===== src/rtl/fir_ctrl_pkg.sv =====
// Shared definitions for the TDM FIR sequencer: state encoding and a
// ceil-log2 helper used for parameter range checking.
package fir_ctrl_pkg;

  // Sequencer states, cycled in this order for every sample.
  typedef enum logic [1:0] {
    ST_IDLE  = 2'd0,
    ST_SHIFT = 2'd1,
    ST_MAC   = 2'd2,
    ST_DONE  = 2'd3
  } state_t;

  // Smallest n with 2**n >= value (0 for value <= 1).
  function automatic int ceil_log2(input int value);
    int res;
    int rem;
    res = 0;
    rem = value - 1;
    while (rem > 0) begin
      res = res + 1;
      rem = rem >>> 1;
    end
    return res;
  endfunction

endpackage


===== src/rtl/fir_tdm_ctrl_cnt_mod.sv =====
// Modulo counter for the tap index: synchronous clear, count enable and a
// terminal-count flag; wraps back to zero after the terminal value.
module cnt_mod #(
  parameter int gp_modulus = 16,
  parameter int gp_width   = 4
) (
  input  logic                clk,
  input  logic                rst_an,
  input  logic                clr,
  input  logic                ena,
  output logic [gp_width-1:0] count,
  output logic                tc
);

  localparam logic [gp_width-1:0] LAST = gp_width'(gp_modulus - 1);
  localparam logic [gp_width-1:0] ZERO = {gp_width{1'b0}};
  localparam logic [gp_width-1:0] ONE  = gp_width'(1'b1);

  logic [gp_width-1:0] count_r;

  // Count register: reset/clear to zero, otherwise advance and wrap on enable.
  always_ff @(posedge clk) begin
    if (!rst_an) begin
      count_r <= ZERO;
    end else if (clr) begin
      count_r <= ZERO;
    end else if (ena) begin
      count_r <= (count_r == LAST) ? ZERO : (count_r + ONE);
    end
  end

  assign count = count_r;
  assign tc    = (count_r == LAST);

endmodule


===== src/rtl/fir_tdm_ctrl.sv =====
// Control sequencer for a time-multiplexed FIR filter: accepts a sample,
// pulses the delay-line shift, walks the tap address through a clear-then-
// accumulate MAC pass, and holds the result valid until downstream takes it.
module fir_tdm_ctrl
  import fir_ctrl_pkg::*;
#(
  parameter int gp_taps       = 16,
  parameter int gp_addr_width = 4
) (
  input  logic                     i_clk,
  input  logic                     i_rst_an,
  input  logic                     i_ena,
  input  logic                     i_valid,
  output logic                     o_ready,
  output logic                     o_shift_ena,
  output logic [gp_addr_width-1:0] o_tap_addr,
  output logic                     o_acc_clr,
  output logic                     o_acc_ena,
  output logic                     o_out_valid,
  input  logic                     i_out_ready,
  output logic                     o_busy
);

  localparam logic [gp_addr_width-1:0] ADDR_ZERO = {gp_addr_width{1'b0}};

  // Tap count must be 1..2**gp_addr_width so every tap is addressable.
  generate
    if (gp_taps < 1 || ceil_log2(gp_taps) > gp_addr_width) begin : g_bad_taps
      $error("fir_tdm_ctrl: gp_taps out of range for gp_addr_width");
    end
  endgenerate

  state_t                   state_r;
  state_t                   state_nxt;
  logic                     cnt_clr;
  logic                     cnt_ena;
  logic                     cnt_tc;
  logic [gp_addr_width-1:0] cnt_val;

  cnt_mod #(
    .gp_modulus (gp_taps),
    .gp_width   (gp_addr_width)
  ) u_tap_cnt (
    .clk    (i_clk),
    .rst_an (i_rst_an),
    .clr    (cnt_clr),
    .ena    (cnt_ena),
    .count  (cnt_val),
    .tc     (cnt_tc)
  );

  // State register with synchronous active-low reset to IDLE.
  always_ff @(posedge i_clk) begin
    if (!i_rst_an) begin
      state_r <= ST_IDLE;
    end else begin
      state_r <= state_nxt;
    end
  end

  // Next-state and counter control; nothing advances while i_ena is low.
  always_comb begin
    state_nxt = state_r;
    cnt_clr   = 1'b0;
    cnt_ena   = 1'b0;
    if (i_ena) begin
      case (state_r)
        ST_IDLE: begin
          if (i_valid) begin
            state_nxt = ST_SHIFT;
          end else begin
            state_nxt = ST_IDLE;
          end
        end
        ST_SHIFT: begin
          cnt_clr   = 1'b1;
          state_nxt = ST_MAC;
        end
        ST_MAC: begin
          cnt_ena = 1'b1;
          if (cnt_tc) begin
            state_nxt = ST_DONE;
          end else begin
            state_nxt = ST_MAC;
          end
        end
        ST_DONE: begin
          if (i_out_ready) begin
            state_nxt = ST_IDLE;
          end else begin
            state_nxt = ST_DONE;
          end
        end
        default: begin
          state_nxt = ST_IDLE;
        end
      endcase
    end else begin
      state_nxt = state_r;
    end
  end

  // Output decode of registered state; strobes are qualified by enable and
  // everything is quiet while reset is asserted.
  always_comb begin
    o_ready     = 1'b0;
    o_shift_ena = 1'b0;
    o_acc_clr   = 1'b0;
    o_acc_ena   = 1'b0;
    o_out_valid = 1'b0;
    o_busy      = 1'b0;
    o_tap_addr  = ADDR_ZERO;
    if (i_rst_an) begin
      o_busy      = (state_r != ST_IDLE);
      o_out_valid = (state_r == ST_DONE);
      if (state_r == ST_MAC) begin
        o_tap_addr = cnt_val;
      end else begin
        o_tap_addr = ADDR_ZERO;
      end
      if (i_ena) begin
        o_ready     = (state_r == ST_IDLE);
        o_shift_ena = (state_r == ST_SHIFT);
        o_acc_clr   = (state_r == ST_MAC) && (cnt_val == ADDR_ZERO);
        o_acc_ena   = (state_r == ST_MAC) && (cnt_val != ADDR_ZERO);
      end else begin
        o_ready     = 1'b0;
        o_shift_ena = 1'b0;
        o_acc_clr   = 1'b0;
        o_acc_ena   = 1'b0;
      end
    end else begin
      o_busy      = 1'b0;
      o_out_valid = 1'b0;
      o_tap_addr  = ADDR_ZERO;
    end
  end

endmodule


===== config.mk =====
export PLATFORM = sky130hd
export DESIGN_NAME = fir_tdm_ctrl
export DESIGN_NICKNAME = d
export VERILOG_FILES = /design/src/rtl/fir_ctrl_pkg.sv /design/src/rtl/fir_tdm_ctrl_cnt_mod.sv /design/src/rtl/fir_tdm_ctrl.sv
export SDC_FILE = /design/constraint.sdc
export NUM_CORES = 1
export LEC_CHECK = 0
export ABC_AREA = 1
export BUFFER_PORTS_ARGS = -buffer_cell sky130_fd_sc_hd__buf_2
export CAP_MARGIN = 20
export CELL_PAD_IN_SITES_DETAIL_PLACEMENT = 2
export CELL_PAD_IN_SITES_GLOBAL_PLACEMENT = 2
export CORE_ASPECT_RATIO = 1.1
export CORE_MARGIN = 5
export CORE_UTILIZATION = 23
export CTS_CLUSTER_DIAMETER = 60
export CTS_CLUSTER_SIZE = 28
export DETAILED_ROUTE_END_ITERATION = 10
export GPL_ROUTABILITY_DRIVEN = 1
export PLACE_DENSITY = 0.78
export RECOVER_POWER = 100
export SYNTH_ARGS = -nofsm -noshare
export SYNTH_HDL_FRONTEND = slang
export SYNTH_SLANG_ARGS = --single-unit

===== constraint.sdc =====
create_clock -name i_clk -period 1.1 [get_ports i_clk]
set_input_delay 0.11 -clock i_clk [delete_from_list [all_inputs] [get_ports i_clk]]
set_output_delay 0.11 -clock i_clk [all_outputs]
set_load 0.03 [all_outputs]

# Word-level counts from Yosys, hierarchy flattened
# Index checks and enable logic that the tools add are counted.
[totals] regBits=6 out_inout_bits=10 inputBits=5 word_cells=36
[classes] reduce_logical=7 bitwise=1 add_sub_neg=1 n_eq_ne=4 muxes=21
[op_table] operator="two-way mux 1 bit" n=16
[op_table] operator="two-way mux 4 bit" n=3
[op_table] operator="one-hot mux 2 bit (4 select lines)" n=1
[op_table] operator="adder 4 x 1 -> 4 bit, second input constant" n=1
[op_table] operator="equality test 2 bit, second input constant" n=2
[op_table] operator="equality test 4 bit, second input constant" n=1
[op_table] operator="logical NOT 4 bit" n=1
[op_table] operator="nonzero test 4 bit" n=1
[op_table] operator="equality test 2 x 1 -> 1 bit, second input constant" n=1
[op_table] operator="logical AND 1 bit" n=2
[op_table] operator="logical NOT 2 bit" n=1
[op_table] operator="two-way mux 2 bit" n=1
[op_table] operator="nonzero test 2 bit" n=1
[op_table] operator="OR reduction 2 bit" n=1
[op_table] operator="NOT 1 bit" n=1

# Depth between registers and ports, before layout
[depth] ltp_word=4 depth_mapped=6 mapped_depth_nobuf=6

# Hierarchy
# From an unflattened synthesis, not the netlist that was laid out.
[unflattened] hier_cells=70 hier_area_um2=425.4
[by_module_without_submodules] module="fir_tdm_ctrl" seq_area_each_um2=40.0 n_inst=1 area_each_um2=230.2 cells_per_inst=42
[by_module_without_submodules] module="cnt_mod" seq_area_each_um2=80.1 n_inst=1 area_each_um2=195.2 cells_per_inst=28

# Worst setup path after synthesis
# OpenSTA, ideal clock, no wires.
[synth_timing] path_kind="reg2out" from="register u_tap_cnt.count_r[0] (netlist: u_tap_cnt.count[0])" to="output o_acc_ena" path_stages_with_launch=5 t_arrival_ns=1.437 required_time_ns=0.990 n_path_buf=0 path_slack_ns=-0.447 cell_sequence="dfxtp_1 > inv_1 > ha_1 > nand3_1 > nor3b_1"
[synth_between] elab_chain_cells=4
[synth_rtl] element="start, declared" line="fir_tdm_ctrl_cnt_mod.sv:19" rtl="logic [gp_width-1:0] count_r;"
[synth_rtl] element="start signal, assigned" line="fir_tdm_ctrl_cnt_mod.sv:28" rtl="count_r <= (count_r == LAST) ? ZERO : (count_r + ONE);"
[synth_rtl] element="nonzero test 4 bit" line="fir_tdm_ctrl.sv:125" rtl="o_acc_ena = (state_r == ST_MAC) && (cnt_val != ADDR_ZERO);"
[synth_rtl] element="logical AND 1 bit" line="fir_tdm_ctrl.sv:125"
[synth_rtl] element="two-way mux 1 bit" line="fir_tdm_ctrl.sv:121" rtl="if (i_ena) begin"
[synth_rtl] element="two-way mux 1 bit" line="fir_tdm_ctrl.sv:113" rtl="if (i_rst_an) begin"
[synth_rtl] element="end, declared" line="fir_tdm_ctrl.sv:18" rtl="output logic o_acc_ena,"
# Every way passes these cells.

# Worst setup path in the final report
# Ends and elaborated chain as after synthesis.

==> impl_metrics.ini <==
[clock_network]
cts_buffer_depth = 2
clock-sinks = 6
insertion_delay_ps = 250
clockRootBuffer = clkbuf_4
cts_tree = yes
cts.htree.levels = 1
clkTransAtPathRegs_ps = 60
cts_made_buffers = 3

[outcome]
violations = negative setup slack
outcome = finished with violations

[yosys]
synth_common_cells = nand2_1 (12), nor2_1 (9), nor3_1 (7)
synth_area_per_cell_um2 = 6.57
synth.area.top_cells = dfxtp_1 (29%), nand2_1 (11%), nor3_1 (8.3%), nor2_1 (8.0%), ha_1 (6.0%)
syn_inst = 64
netlist_area_um2 = 420
ys_warn_count = 0
synth-seq-cells = 6
yosys.area.top_type_share = 0.286
synth_seq_area_share = 0.286
yosys.area.top_type = dfxtp_1
ys.flop_type = dfxtp_1
synth_edf_count = 0
synthArstFlopShare = 0
yosys.cell_count.top_type = nand2_1
ys_types = 17
syn-num-nets = 71

[route]
drcViolationCount = 0
ant_nets = 0
drt-initial-drc-count = 4
route.detailed.wl_per_inst_um = 19.9
vias = 598
viasPerCell = 4.98
wirelength_um = 2390
drt_pass1_iterations = 2

[cells_and_area]
final_cells = 120
syn2layout_area_growth_pct = 140
layout-drive-gt1-share = 0.765
final_area_um2 = 1010
final_nets = 111
diodes = 0
nFillCells = 176

[grt]
grt_pass1_vias = 661
grt_overflow = 0
antenna_found_initial = 0
grt.total_usage = 0.172
grt_max_degree = 9
grt_pass1_wl_um = 3360

[floorplan]
initial_core_util = 0.239
rows = 16
dieArea_um2 = 2780
die_h_um = 54.8
die_x_um = 50.8
io_pins = 15
coreArea_um2 = 1760

[place]
dpl_cell_area_um2 = 682
dp_cells = 105
gp_congestion = 0.734
post-place-ws_ps = -96.0
hpwl_um = 1320
portBuffers = 14

[hold_path]
hp-start = i_rst_an
hold_class = primary input to flip-flop

[sta]
maxSlewViolCount = 0
period_needed_ps = 1350
hold-worst-slack_ps = 160
max_freq_mhz = 739
setup_viol = 15
fin_crit_sh = 1.23
slew_headroom = 0.763
rsz0062_at_grt = yes
clock_skew_ps = 13.6
tightestPinTransition_ps = 355
hold_viol = 0
setup_slack_ps = -254

[critical_path]
crit_path_max_incr_delay_ps = 350
worstReg2RegStart = state_r[1]
crit_slowest_cell = dfxtp_2
path_cells = inv_2 -> ha_4 -> nand3_4 -> nor3b_4 -> buf_6
cp_top_family = flip-flops
crit_start = u_tap_cnt.count[0]
critical_path_required_ps = 990
crit_type = flip-flop to primary output
critPathCaptureType = primary output
path_buf_inv = 2
worst-path-max-fanout = 2
start_kind = flip-flop
arrival_ps = 1240

[power_and_ir_drop]
p_leak_nw = 0.454
p_per_area_nw_per_um2 = 647
ir_worst_vdd_uv = 602
total_power_uw = 652

[run]
cap_violations = 0
-- power by group --
| part | leakage (nW) | switching (mW) | internal [mW] |
|---|---|---|---|
| Sequential | 0.0509 | 0.00767 | 0.223 |
| Clock | 0.0138 | 0.0864 | 0.124 |
| Combinational | 0.390 | 0.122 | 0.0897 |
| Total | 0.454 | 0.216 | 0.436 |
-- path summary, 6_finish.rpt --
| check | endpoint | slack (ps) | depth (start not counted) |
|---|---|---|---|
| max | o_acc_ena | -250 | 5 |
| min | state_r[0] | 160 | 3 |
| max reg2reg | u_tap_cnt.count[3] | -230 | 8 |
| min reg2reg | u_tap_cnt.count[2] | 640 | 3 |
-- routing by layer --
metal / routed length [um] / global-route usage / vias up
li1: - / - / 287
met1: 809 / 0.163 / 286
met2: 1440 / 0.351 / 17
met3: 70 / 0.0272 / 8
met4: 73 / 0.0894 / 0
met5: 0 / 0 / -
-- kinds of logic (layout without fill, tap and decap cells) --
group	Yosys count	in the layout	synth area share
AOI/OAI and AO/OA	7	7	0.101
DFF	6	6	0.286
buffers and inverters	10	48	0.0893
xor gates and xnor gates	2	2	0.0417
adders and majority gates	2	2	0.0595
and+or+nand+nor	37	37	0.423
-- tightest hold or removal path, delay by kind of cell --
family          cells  cell delay (ps)
compound gates      1               80
buf+inv             1              130
simple gates        1               60
-- stage by stage --
stage	util	setup TNS, ps
6_report	0.572	-2500
5_1_grt	0.572	-3480
4_1_cts	0.496	-1630
3_5_place_dp	0.387	-365
3_3_place_gp	0.387	-29.1
2_1_floorplan	-	-47.0
-- layout make-up --
cell class	instances	area [um^2]	share of cell area
inverters	10	45.0	0.0447
well taps	18	22.5	0.0224
multi-input cells	48	464	0.461
flip-flops and latches	6	128	0.127
clock buffers	3	22.5	0.0224
repair buffers	35	325	0.323
-- placed cells by master (no fill, tap or decap), drive strengths merged, types with 2 or more instances in the layout --
master,instances
a21oi,3
buf,35
clkbuf,3
dfxtp,6
ha,2
inv,9
nand2,13
nand3,5
nor2,11
nor3,7
o21ai,3
xor2,2
-- state kept, by name, summed over array words and instances (netlist names) --
register         flops
u_tap_cnt.count      4
state_r              2
-- repair_timing --
action                                  CTS  global route
buffers inserted                          6             7
pin swaps                                 8             7
hold endpoints to repair                  0             0
endpoints found under the setup margin   10            15
hold buffers                              0             0
resized for setup                        37            22
Note: power is estimated with default switching activity, not from simulation.
